## config.mk

```make
export PLATFORM = sky130hd
export DESIGN_NAME = abus_dma
export DESIGN_NICKNAME = d
export VERILOG_FILES = /design/src/rtl/abus_dma.sv
export SDC_FILE = /design/constraint.sdc
export NUM_CORES = 1
export LEC_CHECK = 0
export CORE_ASPECT_RATIO = 1.2
export CORE_MARGIN = 1.5
export CORE_UTILIZATION = 49
export DETAILED_ROUTE_END_ITERATION = 10
export PLACE_DENSITY = 0.9
export SETUP_SLACK_MARGIN = 0.2
export SLEW_MARGIN = 5
export SYNTH_ARGS = -nofsm -noshare
export SYNTH_HDL_FRONTEND = slang
export SYNTH_SLANG_ARGS = --single-unit
```

## constraint.sdc

```tcl
create_clock -name abus_clk -period 3.7 [get_ports abus_clk]
set_input_delay 0.925 -clock abus_clk [delete_from_list [all_inputs] [get_ports abus_clk]]
set_output_delay 0.925 -clock abus_clk [all_outputs]
set_load 0.01 [all_outputs]
```

## src/rtl/abus_dma.sv

```systemverilog
// Single-channel word copy engine driving an abus_master through one-cycle
// read/write/abort order pulses; reports the outcome through status and irq.
module abus_dma #(
  parameter int ADDR_WIDTH = 16,
  parameter int DATA_WIDTH = 16,
  parameter int LEN_WIDTH  = 8,
  parameter int TIMEOUT    = 64,
  localparam int SK_SIZE   = $clog2(DATA_WIDTH + 1)
) (
  input  logic                  abus_clk,
  input  logic                  abus_rst,
  input  logic                  start,
  input  logic                  stop,
  input  logic [ADDR_WIDTH-1:0] src_addr,
  input  logic [ADDR_WIDTH-1:0] dst_addr,
  input  logic [LEN_WIDTH-1:0]  length,
  output logic                  busy,
  output logic                  irq,
  output logic [1:0]            status,
  output logic [LEN_WIDTH-1:0]  remaining,
  output logic                  write,
  output logic                  read,
  output logic                  abort,
  output logic [ADDR_WIDTH-1:0] address,
  output logic [DATA_WIDTH-1:0] wdata,
  output logic [SK_SIZE-1:0]    strb,
  output logic [SK_SIZE-1:0]    keep,
  input  logic [DATA_WIDTH-1:0] rdata,
  input  logic                  new_rdata,
  input  logic                  done,
  input  logic                  err
);

  localparam int WAIT_W = $clog2(TIMEOUT + 1);

  typedef enum logic [2:0] {IDLE, RD_REQ, RD_WAIT, WR_REQ, WR_WAIT, FINISH} state_t;
  typedef enum logic [1:0] {ST_OK, ST_BUSERR, ST_TIMEOUT, ST_STOPPED} status_t;

  state_t                state_q, state_d;
  status_t               status_q, status_d;
  logic [ADDR_WIDTH-1:0] src_q, src_d, dst_q, dst_d, addr_q, addr_d;
  logic [DATA_WIDTH-1:0] data_q, data_d;
  logic [LEN_WIDTH-1:0]  rem_q, rem_d;
  logic [WAIT_W-1:0]     wait_q, wait_d;
  logic                  abort_q, abort_d;
  logic                  timed_out;

  assign timed_out = (wait_q == WAIT_W'(TIMEOUT - 1));

  always_ff @(posedge abus_clk or posedge abus_rst) begin
    if (abus_rst) begin
      state_q  <= IDLE;
      status_q <= ST_OK;
      src_q    <= '0;
      dst_q    <= '0;
      addr_q   <= '0;
      data_q   <= '0;
      rem_q    <= '0;
      wait_q   <= '0;
      abort_q  <= 1'b0;
    end else begin
      state_q  <= state_d;
      status_q <= status_d;
      src_q    <= src_d;
      dst_q    <= dst_d;
      addr_q   <= addr_d;
      data_q   <= data_d;
      rem_q    <= rem_d;
      wait_q   <= wait_d;
      abort_q  <= abort_d;
    end
  end

  always_comb begin
    state_d  = state_q;
    status_d = status_q;
    src_d    = src_q;
    dst_d    = dst_q;
    addr_d   = addr_q;
    data_d   = data_q;
    rem_d    = rem_q;
    wait_d   = wait_q;
    abort_d  = 1'b0;
    case (state_q)
      IDLE: begin
        if (start) begin
          status_d = ST_OK;
          src_d    = src_addr;
          dst_d    = dst_addr;
          rem_d    = length;
          state_d  = (length == '0) ? FINISH : RD_REQ;
        end
      end
      RD_REQ, WR_REQ: begin
        addr_d = (state_q == RD_REQ) ? src_q : dst_q;
        wait_d = '0;
        if (stop) begin
          abort_d  = 1'b1;
          status_d = ST_STOPPED;
          state_d  = FINISH;
        end else begin
          state_d = (state_q == RD_REQ) ? RD_WAIT : WR_WAIT;
        end
      end
      RD_WAIT, WR_WAIT: begin
        if (state_q == RD_WAIT && new_rdata) data_d = rdata;
        // done/err outranks stop, which outranks the timeout
        if (done) begin
          if (err) begin
            status_d = ST_BUSERR;
            state_d  = FINISH;
          end else if (state_q == RD_WAIT) begin
            state_d = WR_REQ;
          end else begin
            rem_d   = rem_q - LEN_WIDTH'(1);
            src_d   = src_q + ADDR_WIDTH'(1);
            dst_d   = dst_q + ADDR_WIDTH'(1);
            state_d = (rem_q == LEN_WIDTH'(1)) ? FINISH : RD_REQ;
          end
        end else if (stop) begin
          abort_d  = 1'b1;
          status_d = ST_STOPPED;
          state_d  = FINISH;
        end else if (timed_out) begin
          abort_d  = 1'b1;
          status_d = ST_TIMEOUT;
          state_d  = FINISH;
        end else begin
          wait_d = wait_q + WAIT_W'(1);
        end
      end
      FINISH:  state_d = IDLE;
      default: state_d = IDLE;
    endcase
  end

  assign read      = (state_q == RD_REQ);
  assign write     = (state_q == WR_REQ);
  assign abort     = abort_q;
  assign irq       = (state_q == FINISH);
  assign busy      = (state_q != IDLE);
  assign status    = status_q;
  assign remaining = rem_q;
  // Drive the live counter during an order, otherwise the last order address
  assign address   = read ? src_q : (write ? dst_q : addr_q);
  assign wdata     = data_q;
  assign strb      = '0;
  assign keep      = '1;

endmodule

```

======== After elaboration in Yosys (flattened, before gate mapping) ========
Cells that the tools add are included.
storage, ports and cells
  bits of input ports ..................... 63
  register bits ........................... 85
  output and inout port bits .............. 57
  word-level logic and storage cells ...... 89
cells by class
  $add $sub $neg .......................... 4
  reduce and logical (&&, ||, !) cells .... 14
  equal/unequal tests ..................... 17
  multiplexer cells ....................... 45
operators by type and width
  kind                   count
  $mux 16                11
  $pmux 16 s2            2
  $add 16x1->16 const B  2
  $mux 8                 4
  $mux 3                 10
  $mux 7                 3
  $ne 2x2->1 const B     8
  $pmux 8 s2             1
  $pmux 7 s2             1
  $mux 2                 6
  $reduce_and 5->1       2
  $pmux 3 s3             1
  $eq 8x1->1 const B     1
  $logic_not 8->1        1
  $sub 8x1->8 const B    1
  $add 7x1->7 const B    1
  $eq 7x6->1 const B     1
  $eq 3x2->1 const B     2
  $eq 3x3->1 const B     2
  $pmux 2 s3             1
  $reduce_bool 3->1      2
  $mux 1                 4
  $ne 4x4->1 const B     1
  $reduce_and 2->1       2
  other kinds (8)        10

======== Longest topological paths before layout ========
Gate-level depths: netlist (run 1).
  depth in word-level cells ............... 6
  gate-level depth with buffers ........... 8

======== Least setup slack after synthesis (run 1) ========
No wires, ideal clock.
  kind .................................... reg2out
  start point ............................. reg state_q[1]
  end point ............................... out address[10]
  path buffers ............................ 2
  arrival ................................. 1.349 ns
  required time ........................... 2.775 ns
  stages on the path, launching flop included .. 5
  slack ................................... 1.426 ns
  path through ............................ dfrtp_1 buf_4 clkbuf_1 mux2i_1 o21ai_0
on the way
  longest elaborated chain between the ends .. 3
  elaborated cells on any way between the ends .. 4
ends and longest elaborated chain
  element                 line  RTL
  from (decl)             39    state_t state_q, state_d;
  from (signal assigned)  62    state_q <= state_d;
  $eq 3x2->1              138   assign write = (state_q == WR_REQ);
  $mux 16                 145   assign address = read ? src_q : (write ? dst_q : addr_q);
  $mux 16 *               145
  to (decl)               24    output logic [ADDR_WIDTH-1:0] address,
Every way passes the cells marked *; elsewhere a longest branch is shown, timed or not.

======== Worst setup path in the final report (run 1) ========
  start point ............................. reg state_q[2]
  end point ............................... out address[9]
The elaborated chain is that of the path after synthesis.

==> results of run 1 <==
-- cells by family after synthesis --
family / count (synthesis)
AND/OR/NAND/NOR: 156
adder cells (fa/ha/maj): 5
multiplexers: 35
AO/OA/AOI/OAI: 176
buffers and inverters: 56
other: 2
flip-flops: 85
XOR/XNOR: 5
-- flip-flops by register name, indices dropped and copies added (netlist names) --
| register | cells |
|---|---|
| state_q | 3 |
| dst_q | 16 |
| wdata | 16 |
| abort | 1 |
| addr_q | 16 |
| remaining | 8 |
| status | 2 |
| wait_q | 7 |
| src_q | 16 |
-- power by group --
part,internal (mW),total [mW],switching [mW]
clock network,0.329,0.653,0.324
logic,1.25,2.59,1.34
registers,1.36,1.85,0.487
total,2.94,5.09,2.16
-- routing by layer --
metal	GRT usage	vias to the layer above	wire, µm
li1	-	2043	-
met3	0.0284	35	822
met1	0.313	2072	4960
met2	0.412	219	5850
met5	0	-	0
met4	0.124	0	399
-- tightest hold or removal path, stage by stage, from the launching register on --
cell and delay, ns:
dfrtp_1 0.33, nand2_1 0.05, o21ai_0 0.07
-- metrics by stage --
step	hold slack, ns	cells	setup WS, ns	util
2_1_floorplan	0.439	528	0.582	-
3_3_place_gp	0.452	723	0.733	0.634
3_5_place_dp	0.459	723	0.648	0.634
4_1_cts	0.478	739	0.262	0.656
5_1_grt	0.499	739	0.299	0.656
6_report	0.482	739	0.443	0.656
-- synthesized netlist by cell type, types with 3 or more instances --
cell type   n
mux2_2     16
o32ai_1     3
o21a_1      4
nor4_1      4
o21ai_0    73
a2bb2oi_1   7
inv_1      13
nand4_1     9
ha_1        5
a21o_1      3
nor2_1     33
nor3_1     11
buf_4      11
mux2i_1    18
a31oi_1     3
buf_2      11
o22ai_1    14
and3_1      5
a21oi_1    58
xnor2_1     5
clkbuf_1   20
nand2_1    55
nand3_1    21
dfrtp_1    85
-- worst paths after layout --
check,from,endpoint,slack [ns],cells after the start
setup / recovery,state_q[2],address[9],0.44,5
hold / removal,addr_q[2],addr_q[2],0.48,2
setup reg to reg,state_q[1],state_q[1],1.24,5
hold reg to reg,addr_q[2],addr_q[2],0.48,2
max in group asynchronous,abus_rst,remaining[1],2.04,3
min in group asynchronous,abus_rst,wdata[0],1.00,2
-- final cells by class --
cell class,instances,share of cell area
multi-input cells,387,0.380
inverters,13,0.00840
clock inverters,4,0.00798
flip-flops and latches,85,0.357
well taps,120,0.0252
repair buffers,118,0.197
clock buffers,12,0.0244
==> load_flow_metrics.sql, run 1 <==
INSERT INTO impl_metrics (metric_group, metric, value, unit) VALUES
('clock_tree', 'cts-hold-fix-buffers', '0', ''),
('finish', 'diodes', '0', ''),
('floorplanning', 'die_outline_area', '0.0100', 'mm²'),
('finish', 'layout.cells.most_common', 'clkdlybuf4s50_1', ''),
('sta', 'achievable-frequency', '0.307', 'GHz'),
('place', 'dpl_cell_area', '0.00576', 'mm²'),
('drt', 'route.detailed.wl_per_inst', '16.3', 'µm'),
('status', 'outcome', 'completed', ''),
('global_route', 'antenna_found_initial', '0', ''),
('setup_path', 'critical_path.startpoint_type', 'flop', ''),
('logic_synthesis', 'synth_compound_area_frac', '0.214', ''),
('setup_path', 'critical_path.top_delay_family', 'buffers and inverters', ''),
('sta', 'period_minus_slack', '3.26', 'ns'),
('finish', 'seq_area', '0.00213', 'mm²'),
('logic_synthesis', 'yosysTopAreaCellShare', '0.461', ''),
('finish', 'p_r_area_growth_vs_syn', '29.0', '%'),
('finish', 'final_layout_size_suffix_gt1_frac', '0.0808', ''),
('floorplanning', 'floorplan.initialDensity', '0.509', ''),
('finish', 'fillerInstances', '739', ''),
('finish', 'final_nets', '682', ''),
('global_route', 'grt_max_degree', '53', ''),
('setup_path', 'timing.critical_path.cells', 'nand2b_1 > buf_4 > nand2_1 > o21ai_0 > clkdlybuf4s50_1', ''),
('logic_synthesis', 'synthTopCellsByArea', 'dfrtp_1 (46%), o21ai_0 (7.9%), a21oi_1 (6.3%), nand2_1 (4.5%), mux2i_1 (3.9%)', ''),
('clock_tree', 'cts.reportedPaths.clkPinSlew', '0.08', 'ns'),
('run', 'maxCapViolCount', '0', ''),
('clock_tree', 'cts-htree-levels', '3', ''),
('clock_tree', 'ctsRootBufferMaster', 'clkbuf_8', ''),
('setup_path', 'critical_path.slowest_cell', 'clkdlybuf4s50_1', ''),
('drt', 'drtPass1Iterations', '5', ''),
('sta', 'slew_headroom', '0.497', ''),
('logic_synthesis', 'synth_area_per_cell', '8.88', 'µm²'),
('drt', 'route.antenna.remaining_nets', '0', ''),
('global_route', 'global_route.overflow_total', '0', ''),
('clock_tree', 'cts_max_path_buffers', '2', ''),
('sta', 'worst_case_clock_skew', '0.00763', 'ns'),
('floorplanning', 'core', '0.00908', 'mm²'),
('logic_synthesis', 'post_synth_xor_area_fraction', '0.00948', ''),
('drt', 'post-route-drc-count', '0', ''),
('sta', 'setup_total_negative_slack', '0', 'ns'),
('drt', 'detailroute.via_count', '4369', ''),
('drt', 'routed_wl', '12000', 'µm'),
('floorplanning', 'die_y', '109', 'µm'),
('clock_tree', 'post_cts_buffers', '0', ''),
('floorplanning', 'chipWidth', '91.6', 'µm'),
('logic_synthesis', 'synth-edff-count', '0', ''),
('global_route', 'gr-usage-all-layers', '0.244', ''),
('logic_synthesis', 'synth.area.mux_share', '0.0805', ''),
('setup_path', 'worst_ep_arrival_time', '2.33', 'ns'),
('sta', 'fin_crit_sh', '0.880', ''),
('clock_tree', 'cts_made_buffers', '9', ''),
('logic_synthesis', 'synth_top_family_by_area', 'compound AO/OA/AOI/OAI gates', ''),
('power_and_ir_drop', 'power.total', '5.09', 'mW'),
('global_route', 'vias_in_the_first_global_route', '4100', ''),
('min_path', 'hold_path.class', 'reg -> reg', ''),
('logic_synthesis', 'fraction_of_the_mapped_netlist_area_in_adder_cells', '0.0135', ''),
('power_and_ir_drop', 'cellPowerDensity', '855', 'mW/mm²'),
('floorplanning', 'ioPinCount', '120', ''),
('floorplanning', 'fp-row-count', '38', ''),
('setup_path', 'crit_fanout', '52', ''),
('logic_synthesis', 'syn_area', '0.00462', 'mm²'),
('global_route', 'wire_length_of_the_first_global_routing_pass', '19300', 'µm'),
('setup_path', 'crit_type', 'reg -> out', ''),
('logic_synthesis', 'asyncSetResetFlopFracSynth', '1.00', ''),
('sta', 'setup_repair_after_global_routing_missed_its_margin', 'no', ''),
('place', 'globalplace.congestion', '0.904', ''),
('sta', 'finalHoldViolCount', '0', ''),
('place', 'place.port_buffers', '109', ''),
('finish', 'multi_input_comb_area', '0.00226', 'mm²'),
('finish', 'final_area', '0.00596', 'mm²'),
('drt', 'viasPerCell', '5.91', ''),
('logic_synthesis', 'ys_warn_count', '0', '');
No activity file was read; power rests on OpenSTA's default activity.
==> inputs of run 2 (changes only) <==
--- a/config.mk
+++ b/config.mk
@@ -10,6 +10,7 @@
 export CORE_UTILIZATION = 49
 export DETAILED_ROUTE_END_ITERATION = 10
 export PLACE_DENSITY = 0.9
+export RECOVER_POWER = 100
 export SETUP_SLACK_MARGIN = 0.2
 export SLEW_MARGIN = 5
 export SYNTH_ARGS = -nofsm -noshare
==> load_flow_metrics.sql, run 2 (synthesis gave the netlist of run 1 again) <==
INSERT INTO impl_metrics (metric_group, metric, value, unit) VALUES
('drt', 'detailroute.via_count', '4375', ''),
('sta', 'fin_crit_sh', '0.891', ''),
('setup_path', 'worst_ep_arrival_time', '2.37', 'ns'),
('finish', 'final_nets', '682', ''),
('drt', 'route.antenna.remaining_nets', '0', ''),
('setup_path', 'slack_of_the_worst_reg_to_reg_path', '0.45', 'ns'),
('sta', 'setup_repair_after_global_routing_missed_its_margin', 'no', ''),
('clock_tree', 'cts_made_buffers', '9', ''),
('setup_path', 'worst_r2r_endpoint', 'status[1]', ''),
('floorplanning', 'chipWidth', '91.6', 'µm'),
('setup_path', 'crit_type', 'reg -> out', ''),
('global_route', 'gr-usage-all-layers', '0.244', ''),
('clock_tree', 'cts-htree-levels', '3', ''),
('drt', 'detail_route.iter0.violations', '415', ''),
('drt', 'viasPerCell', '5.92', ''),
('setup_path', 'critical_path.startpoint_type', 'flop', ''),
('setup_path', 'worstRegToRegCells', '5', ''),
('global_route', 'global_route.overflow_total', '0', ''),
('clock_tree', 'worst_skew_pair.late_latency', '0.36', 'ns'),
('drt', 'drtPass1Iterations', '5', ''),
('place', 'dp_hpwl', '8710', 'µm'),
('power_and_ir_drop', 'power_switching_share', '0.431', ''),
('sta', 'achievable-frequency', '0.303', 'GHz'),
('status', 'failed_checks', 'max-capacitance violations, max-slew violations', ''),
('power_and_ir_drop', 'cellPowerDensity', '835', 'mW/mm²'),
('sta', 'finalSetupViolCount', '0', ''),
('sta', 'worst_case_clock_skew', '0.00610', 'ns'),
('sta', 'slew_headroom', '-0.289', ''),
('floorplanning', 'die_y', '109', 'µm'),
('min_path', 'number_of_instances_on_the_worst_hold_path', '1', ''),
('floorplanning', 'floorplan.initialDensity', '0.509', ''),
('finish', 'mostFrequentLayoutCells', 'dfrtp_1 (83), o21ai_0 (75), clkdlybuf4s50_1 (59)', ''),
('power_and_ir_drop', 'irDropWorstVdd', '0.000332', 'V'),
('min_path', 'hold_path.class', 'reg -> reg', ''),
('status', 'outcome', 'finished with violations', ''),
('drt', 'routed_wl', '12000', 'µm'),
('clock_tree', 'cts.reportedPaths.clkPinSlew', '0.08', 'ns'),
('setup_path', 'critical_path_required', '2.77', 'ns'),
('finish', 'multi_input_comb_area', '0.00223', 'mm²'),
('power_and_ir_drop', 'power.internal', '2.81', 'mW'),
('clock_tree', 'ctsRootBufferMaster', 'clkbuf_8', ''),
('sta', 'setup_total_negative_slack', '0', 'ns'),
('setup_path', 'end_kind', 'output pin', ''),
('min_path', 'worst_hold_startpoint', 'status[1]', ''),
('run', 'maxCapViolCount', '2', ''),
('floorplanning', 'fp-row-count', '38', ''),
('finish', 'layout.cells.most_common', 'dfrtp_1', ''),
('power_and_ir_drop', 'switching_power', '2.13', 'mW'),
('finish', 'final_area', '0.00591', 'mm²'),
('power_and_ir_drop', 'cellLeakagePower', '2.39', 'nW'),
('power_and_ir_drop', 'power_frac_comb', '0.496', ''),
('global_route', 'grt_max_degree', '53', ''),
('finish', 'diodes', '0', ''),
('clock_tree', 'cts_tree', 'yes', ''),
('sta', 'worstMarginPinSlew', '1.92', 'ns'),
('global_route', 'wire_length_of_the_first_global_routing_pass', '19300', 'µm'),
('floorplanning', 'ioPinCount', '120', ''),
('power_and_ir_drop', 'pwr-share-clk', '0.132', ''),
('power_and_ir_drop', 'power_frac_seq', '0.373', ''),
('drt', 'route.detailed.wl_per_inst', '16.3', 'µm'),
('floorplanning', 'die_outline_area', '0.0100', 'mm²'),
('place', 'dpl_cell_area', '0.00576', 'mm²'),
('setup_path', 'worst_r2r_startpoint', 'state_q[1]', ''),
('setup_path', 'crit_fanout', '52', ''),
('place', 'globalplace.congestion', '0.904', ''),
('finish', 'seq_area', '0.00213', 'mm²'),
('finish', 'p_r_area_growth_vs_syn', '28.0', '%'),
('clock_tree', 'cts_max_path_buffers', '2', ''),
('setup_path', 'crit_path_start', 'state_q[2]', ''),
('floorplanning', 'core', '0.00908', 'mm²'),
('setup_path', 'worst_setup_path_endpoint', 'address[9]', ''),
('finish', 'fillerInstances', '750', ''),
('global_route', 'antenna_found_initial', '0', ''),
('sta', 'timing.final.max_slew_violations', '75', ''),
('sta', 'period_minus_slack', '3.30', 'ns'),
('place', 'place.port_buffers', '109', ''),
('finish', 'final_layout_size_suffix_gt1_frac', '0.0646', ''),
('sta', 'finalHoldViolCount', '0', ''),
('global_route', 'vias_in_the_first_global_route', '4100', ''),
('drt', 'post-route-drc-count', '0', ''),
('clock_tree', 'cts_num_sinks', '85', '');
## run 2: changes by cell type in the layout (fill, tap and decap cells not counted), sizes merged
cell | previous run | this run
clkdlybuf4s50 | 109 | 59
dlygate4sd3 | 0 | 50
clkinv | 3 | 2
clkbuf | 12 | 17
buf | 9 | 4
clkinvlp | 1 | 2
## run 2: power groups by stage
stage,clock [mW],combinational (mW),sequential [mW]
final,0.651,2.45,1.84
after global routing,0.701,2.70,1.90
after floorplan,0,1.59,1.71
after CTS,0.658,2.59,1.83
after global placement,0,2.47,1.81
after detailed placement,0,2.58,1.84
## run 2: worst max-delay path, stage by stage (launching register included)
cell           delay, ns
dfrtp_2             0.51
nand2b_1            0.21
buf_4               0.39
nand2_1             0.13
o21ai_0             0.11
dlygate4sd3_1       0.64
## run 2: layer usage
metal,share of wire,up-vias,global-route usage,wire length (µm)
li1,-,2045,-,-
met1,0.42,2070,0.313,5020
met2,0.49,229,0.412,5860
met3,0.065,31,0.0284,788
met4,0.031,0,0.124,371
met5,0,-,0,0
## run 2: timing repair
| action | 4_1_cts | 5_1_grt |
|---|---|---|
| gates resized for setup | 0 | 2 |
| setup buffers | 0 | 0 |
| hold buffers | 0 | 0 |
| setup endpoints to repair | 0 | 14 |
## run 2: worst min path at each step
stage	endpoint	slack, ns
floorplan	addr_q[0]	0.44
global placement	addr_q[3]	0.45
detailed placement	addr_q[2]	0.46
CTS	addr_q[2]	0.48
global route	status[1]	0.50
finish	status[1]	0.48
## run 2: final cells by class
type	instances	share of cell area
multi-input cells	387	0.378
well taps	120	0.0254
inverters	13	0.00847
repair buffers	118	0.195
flip-flops and latches	85	0.360
clock inverters	4	0.00805
clock buffers	12	0.0246
## run 2: through the flow
| stage | setup WS (ns) | power, mW | utilization | hold WS (ns) | std cells |
|---|---|---|---|---|---|
| finish | 0.403 | 4.94 | 0.651 | 0.480 | 739 |
| floorplan | 0.582 | 3.30 | - | 0.439 | 528 |
| global route | 0.163 | 5.31 | 0.651 | 0.502 | 739 |
| CTS | 0.262 | 5.08 | 0.656 | 0.478 | 739 |
| global placement | 0.733 | 4.28 | 0.634 | 0.452 | 723 |
| detailed placement | 0.648 | 4.42 | 0.634 | 0.459 | 723 |
==> inputs of run 3 (changes only) <==
--- a/config.mk
+++ b/config.mk
@@ -5,6 +5,7 @@
 export SDC_FILE = /design/constraint.sdc
 export NUM_CORES = 1
 export LEC_CHECK = 0
+export CAP_MARGIN = 20
 export CORE_ASPECT_RATIO = 1.2
 export CORE_MARGIN = 1.5
 export CORE_UTILIZATION = 49
==> load_flow_metrics.sql, run 3 (synthesis gave the netlist of run 1 again) <==
INSERT INTO impl_metrics (metric_group, metric, value, unit) VALUES
('setup_path', 'worst_path_largest_cell_delay', '0.64', 'ns'),
('setup_path', 'worst_r2r_startpoint', 'state_q[1]', ''),
('floorplanning', 'die_outline_area', '0.0100', 'mm²'),
('clock_tree', 'cts_tree', 'yes', ''),
('floorplanning', 'die_y', '109', 'µm'),
('finish', 'diodes', '0', ''),
('setup_path', 'worst_ep_arrival_time', '2.38', 'ns'),
('sta', 'period_minus_slack', '3.30', 'ns'),
('clock_tree', 'cts.reportedPaths.clkPinSlew', '0.08', 'ns'),
('sta', 'setup_repair_after_global_routing_missed_its_margin', 'no', ''),
('drt', 'route.detailed.wl_per_inst', '16.3', 'µm'),
('place', 'globalplace.congestion', '0.904', ''),
('drt', 'detailroute.via_count', '4341', ''),
('setup_path', 'crit_type', 'reg -> out', ''),
('global_route', 'grt_max_degree', '53', ''),
('finish', 'final_core_utilization', '0.654', ''),
('finish', 'final_nets', '683', ''),
('clock_tree', 'ctsRootBufferMaster', 'clkbuf_8', ''),
('setup_path', 'cp_num_buf_inv', '2', ''),
('run', 'maxCapViolCount', '2', ''),
('power_and_ir_drop', 'power.total', '4.97', 'mW'),
('sta', 'finalHoldViolCount', '0', ''),
('sta', 'finalSetupViolCount', '0', ''),
('sta', 'slew_headroom', '-0.274', ''),
('global_route', 'vias_in_the_first_global_route', '4100', ''),
('clock_tree', 'cts-htree-levels', '3', ''),
('drt', 'detail_route.iter0.violations', '395', ''),
('setup_path', 'end_kind', 'output pin', ''),
('sta', 'setup_total_negative_slack', '0', 'ns'),
('floorplanning', 'core', '0.00908', 'mm²'),
('floorplanning', 'chipWidth', '91.6', 'µm'),
('setup_path', 'critical_path.top_delay_family', 'buffers and inverters', ''),
('finish', 'mostFrequentLayoutCells', 'dfrtp_1 (84), o21ai_0 (75), clkdlybuf4s50_1 (59)', ''),
('global_route', 'antenna_found_initial', '0', ''),
('finish', 'layout.cells.most_common', 'dfrtp_1', ''),
('sta', 'worst_case_clock_skew', '0.00656', 'ns'),
('floorplanning', 'ioPinCount', '120', ''),
('setup_path', 'critical_path_required', '2.77', 'ns'),
('setup_path', 'timing.critical_path.cells', 'nand2b_1 > buf_4 > nand2_1 > o21ai_0 > dlygate4sd3_1', ''),
('status', 'outcome', 'finished with violations', ''),
('sta', 'worstMarginPinSlew', '1.90', 'ns'),
('sta', 'layout_setup_ws', '0.398', 'ns'),
('place', 'dpl_cell_area', '0.00576', 'mm²'),
('sta', 'fin_crit_sh', '0.893', ''),
('global_route', 'wire_length_of_the_first_global_routing_pass', '19300', 'µm'),
('place', 'dp_hpwl', '8710', 'µm'),
('clock_tree', 'cts-hold-fix-buffers', '0', ''),
('status', 'failed_checks', 'max-capacitance violations, max-slew violations', ''),
('setup_path', 'crit_path_start', 'state_q[2]', ''),
('global_route', 'gr-usage-all-layers', '0.244', ''),
('clock_tree', 'post_cts_buffers', '0', ''),
('finish', 'multi_input_comb_area', '0.00223', 'mm²'),
('drt', 'route.antenna.remaining_nets', '0', ''),
('finish', 'fillerInstances', '749', ''),
('place', 'dp_slack', '0.648', 'ns'),
('clock_tree', 'cts_max_path_buffers', '2', ''),
('floorplanning', 'fp-row-count', '38', ''),
('sta', 'achievable-frequency', '0.303', 'GHz'),
('sta', 'whs', '0.480', 'ns'),
('finish', 'post_layout_nonfiller_instances', '740', ''),
('clock_tree', 'cts_num_sinks', '85', ''),
('global_route', 'global_route.overflow_total', '0', ''),
('power_and_ir_drop', 'irDropWorstVdd', '0.000331', 'V'),
('place', 'placed_cells', '723', ''),
('drt', 'viasPerCell', '5.87', ''),
('power_and_ir_drop', 'cellPowerDensity', '837', 'mW/mm²'),
('drt', 'drtPass1Iterations', '7', ''),
('finish', 'p_r_area_growth_vs_syn', '28.5', '%'),
('finish', 'final_area', '0.00594', 'mm²'),
('clock_tree', 'cts_made_buffers', '9', ''),
('setup_path', 'critical_path.startpoint_type', 'flop', ''),
('setup_path', 'critical_path.slowest_cell', 'dlygate4sd3_1', ''),
('floorplanning', 'floorplan.initialDensity', '0.509', ''),
('clock_tree', 'worst_skew_pair.late_latency', '0.36', 'ns'),
('setup_path', 'crit_fanout', '52', ''),
('min_path', 'hold_path.class', 'reg -> reg', ''),
('min_path', 'worst_hold_startpoint', 'status[1]', ''),
('drt', 'post-route-drc-count', '0', ''),
('drt', 'routed_wl', '12100', 'µm'),
('finish', 'seq_area', '0.00213', 'mm²'),
('power_and_ir_drop', 'cellLeakagePower', '2.40', 'nW'),
('finish', 'final_layout_size_suffix_gt1_frac', '0.0645', ''),
('place', 'place.port_buffers', '109', ''),
('sta', 'timing.final.max_slew_violations', '75', '');
-- run 3: per-layer routing --
| layer | share of wire | vias up | wire length, µm | track usage |
|---|---|---|---|---|
| met1 | 0.42 | 2071 | 5030 | 0.313 |
| met4 | 0.031 | 0 | 373 | 0.124 |
| li1 | - | 2044 | - | - |
| met2 | 0.49 | 197 | 5920 | 0.412 |
| met3 | 0.063 | 29 | 765 | 0.0284 |
| met5 | 0 | - | 0 | 0 |
-- run 3: final timing paths --
| check | end | slack [ns] | cells past startpoint |
|---|---|---|---|
| min in group asynchronous | addr_q[7] | 1.51 | 2 |
| max in group asynchronous | state_q[2] | 1.22 | 2 |
| hold reg to reg | status[1] | 0.48 | 1 |
| setup reg to reg | status[1] | 0.59 | 5 |
| setup / recovery | address[9] | 0.40 | 5 |
| hold / removal | status[1] | 0.48 | 1 |
-- run 3: what timing repair did --
item / CTS / global route
endpoints found under the hold margin: 0 / 0
setup endpoints to repair: 0 / 12
resized for setup: 0 / 1
-- run 3: final cells by class --
| cell class | instances | area share |
|---|---|---|
| Clock buffer | 12 | 0.0245 |
| Clock inverter | 4 | 0.00801 |
| Inverter | 13 | 0.00843 |
| Multi-Input combinational cell | 387 | 0.376 |
| Sequential cell | 85 | 0.359 |
| Tap cell | 120 | 0.0253 |
| Timing Repair Buffer | 119 | 0.199 |
-- run 3: power by group --
| group | switching (mW) | total, mW | internal, mW |
|---|---|---|---|
| clock | 0.324 | 0.652 | 0.329 |
| sequential | 0.448 | 1.81 | 1.36 |
| combinational | 1.37 | 2.51 | 1.14 |
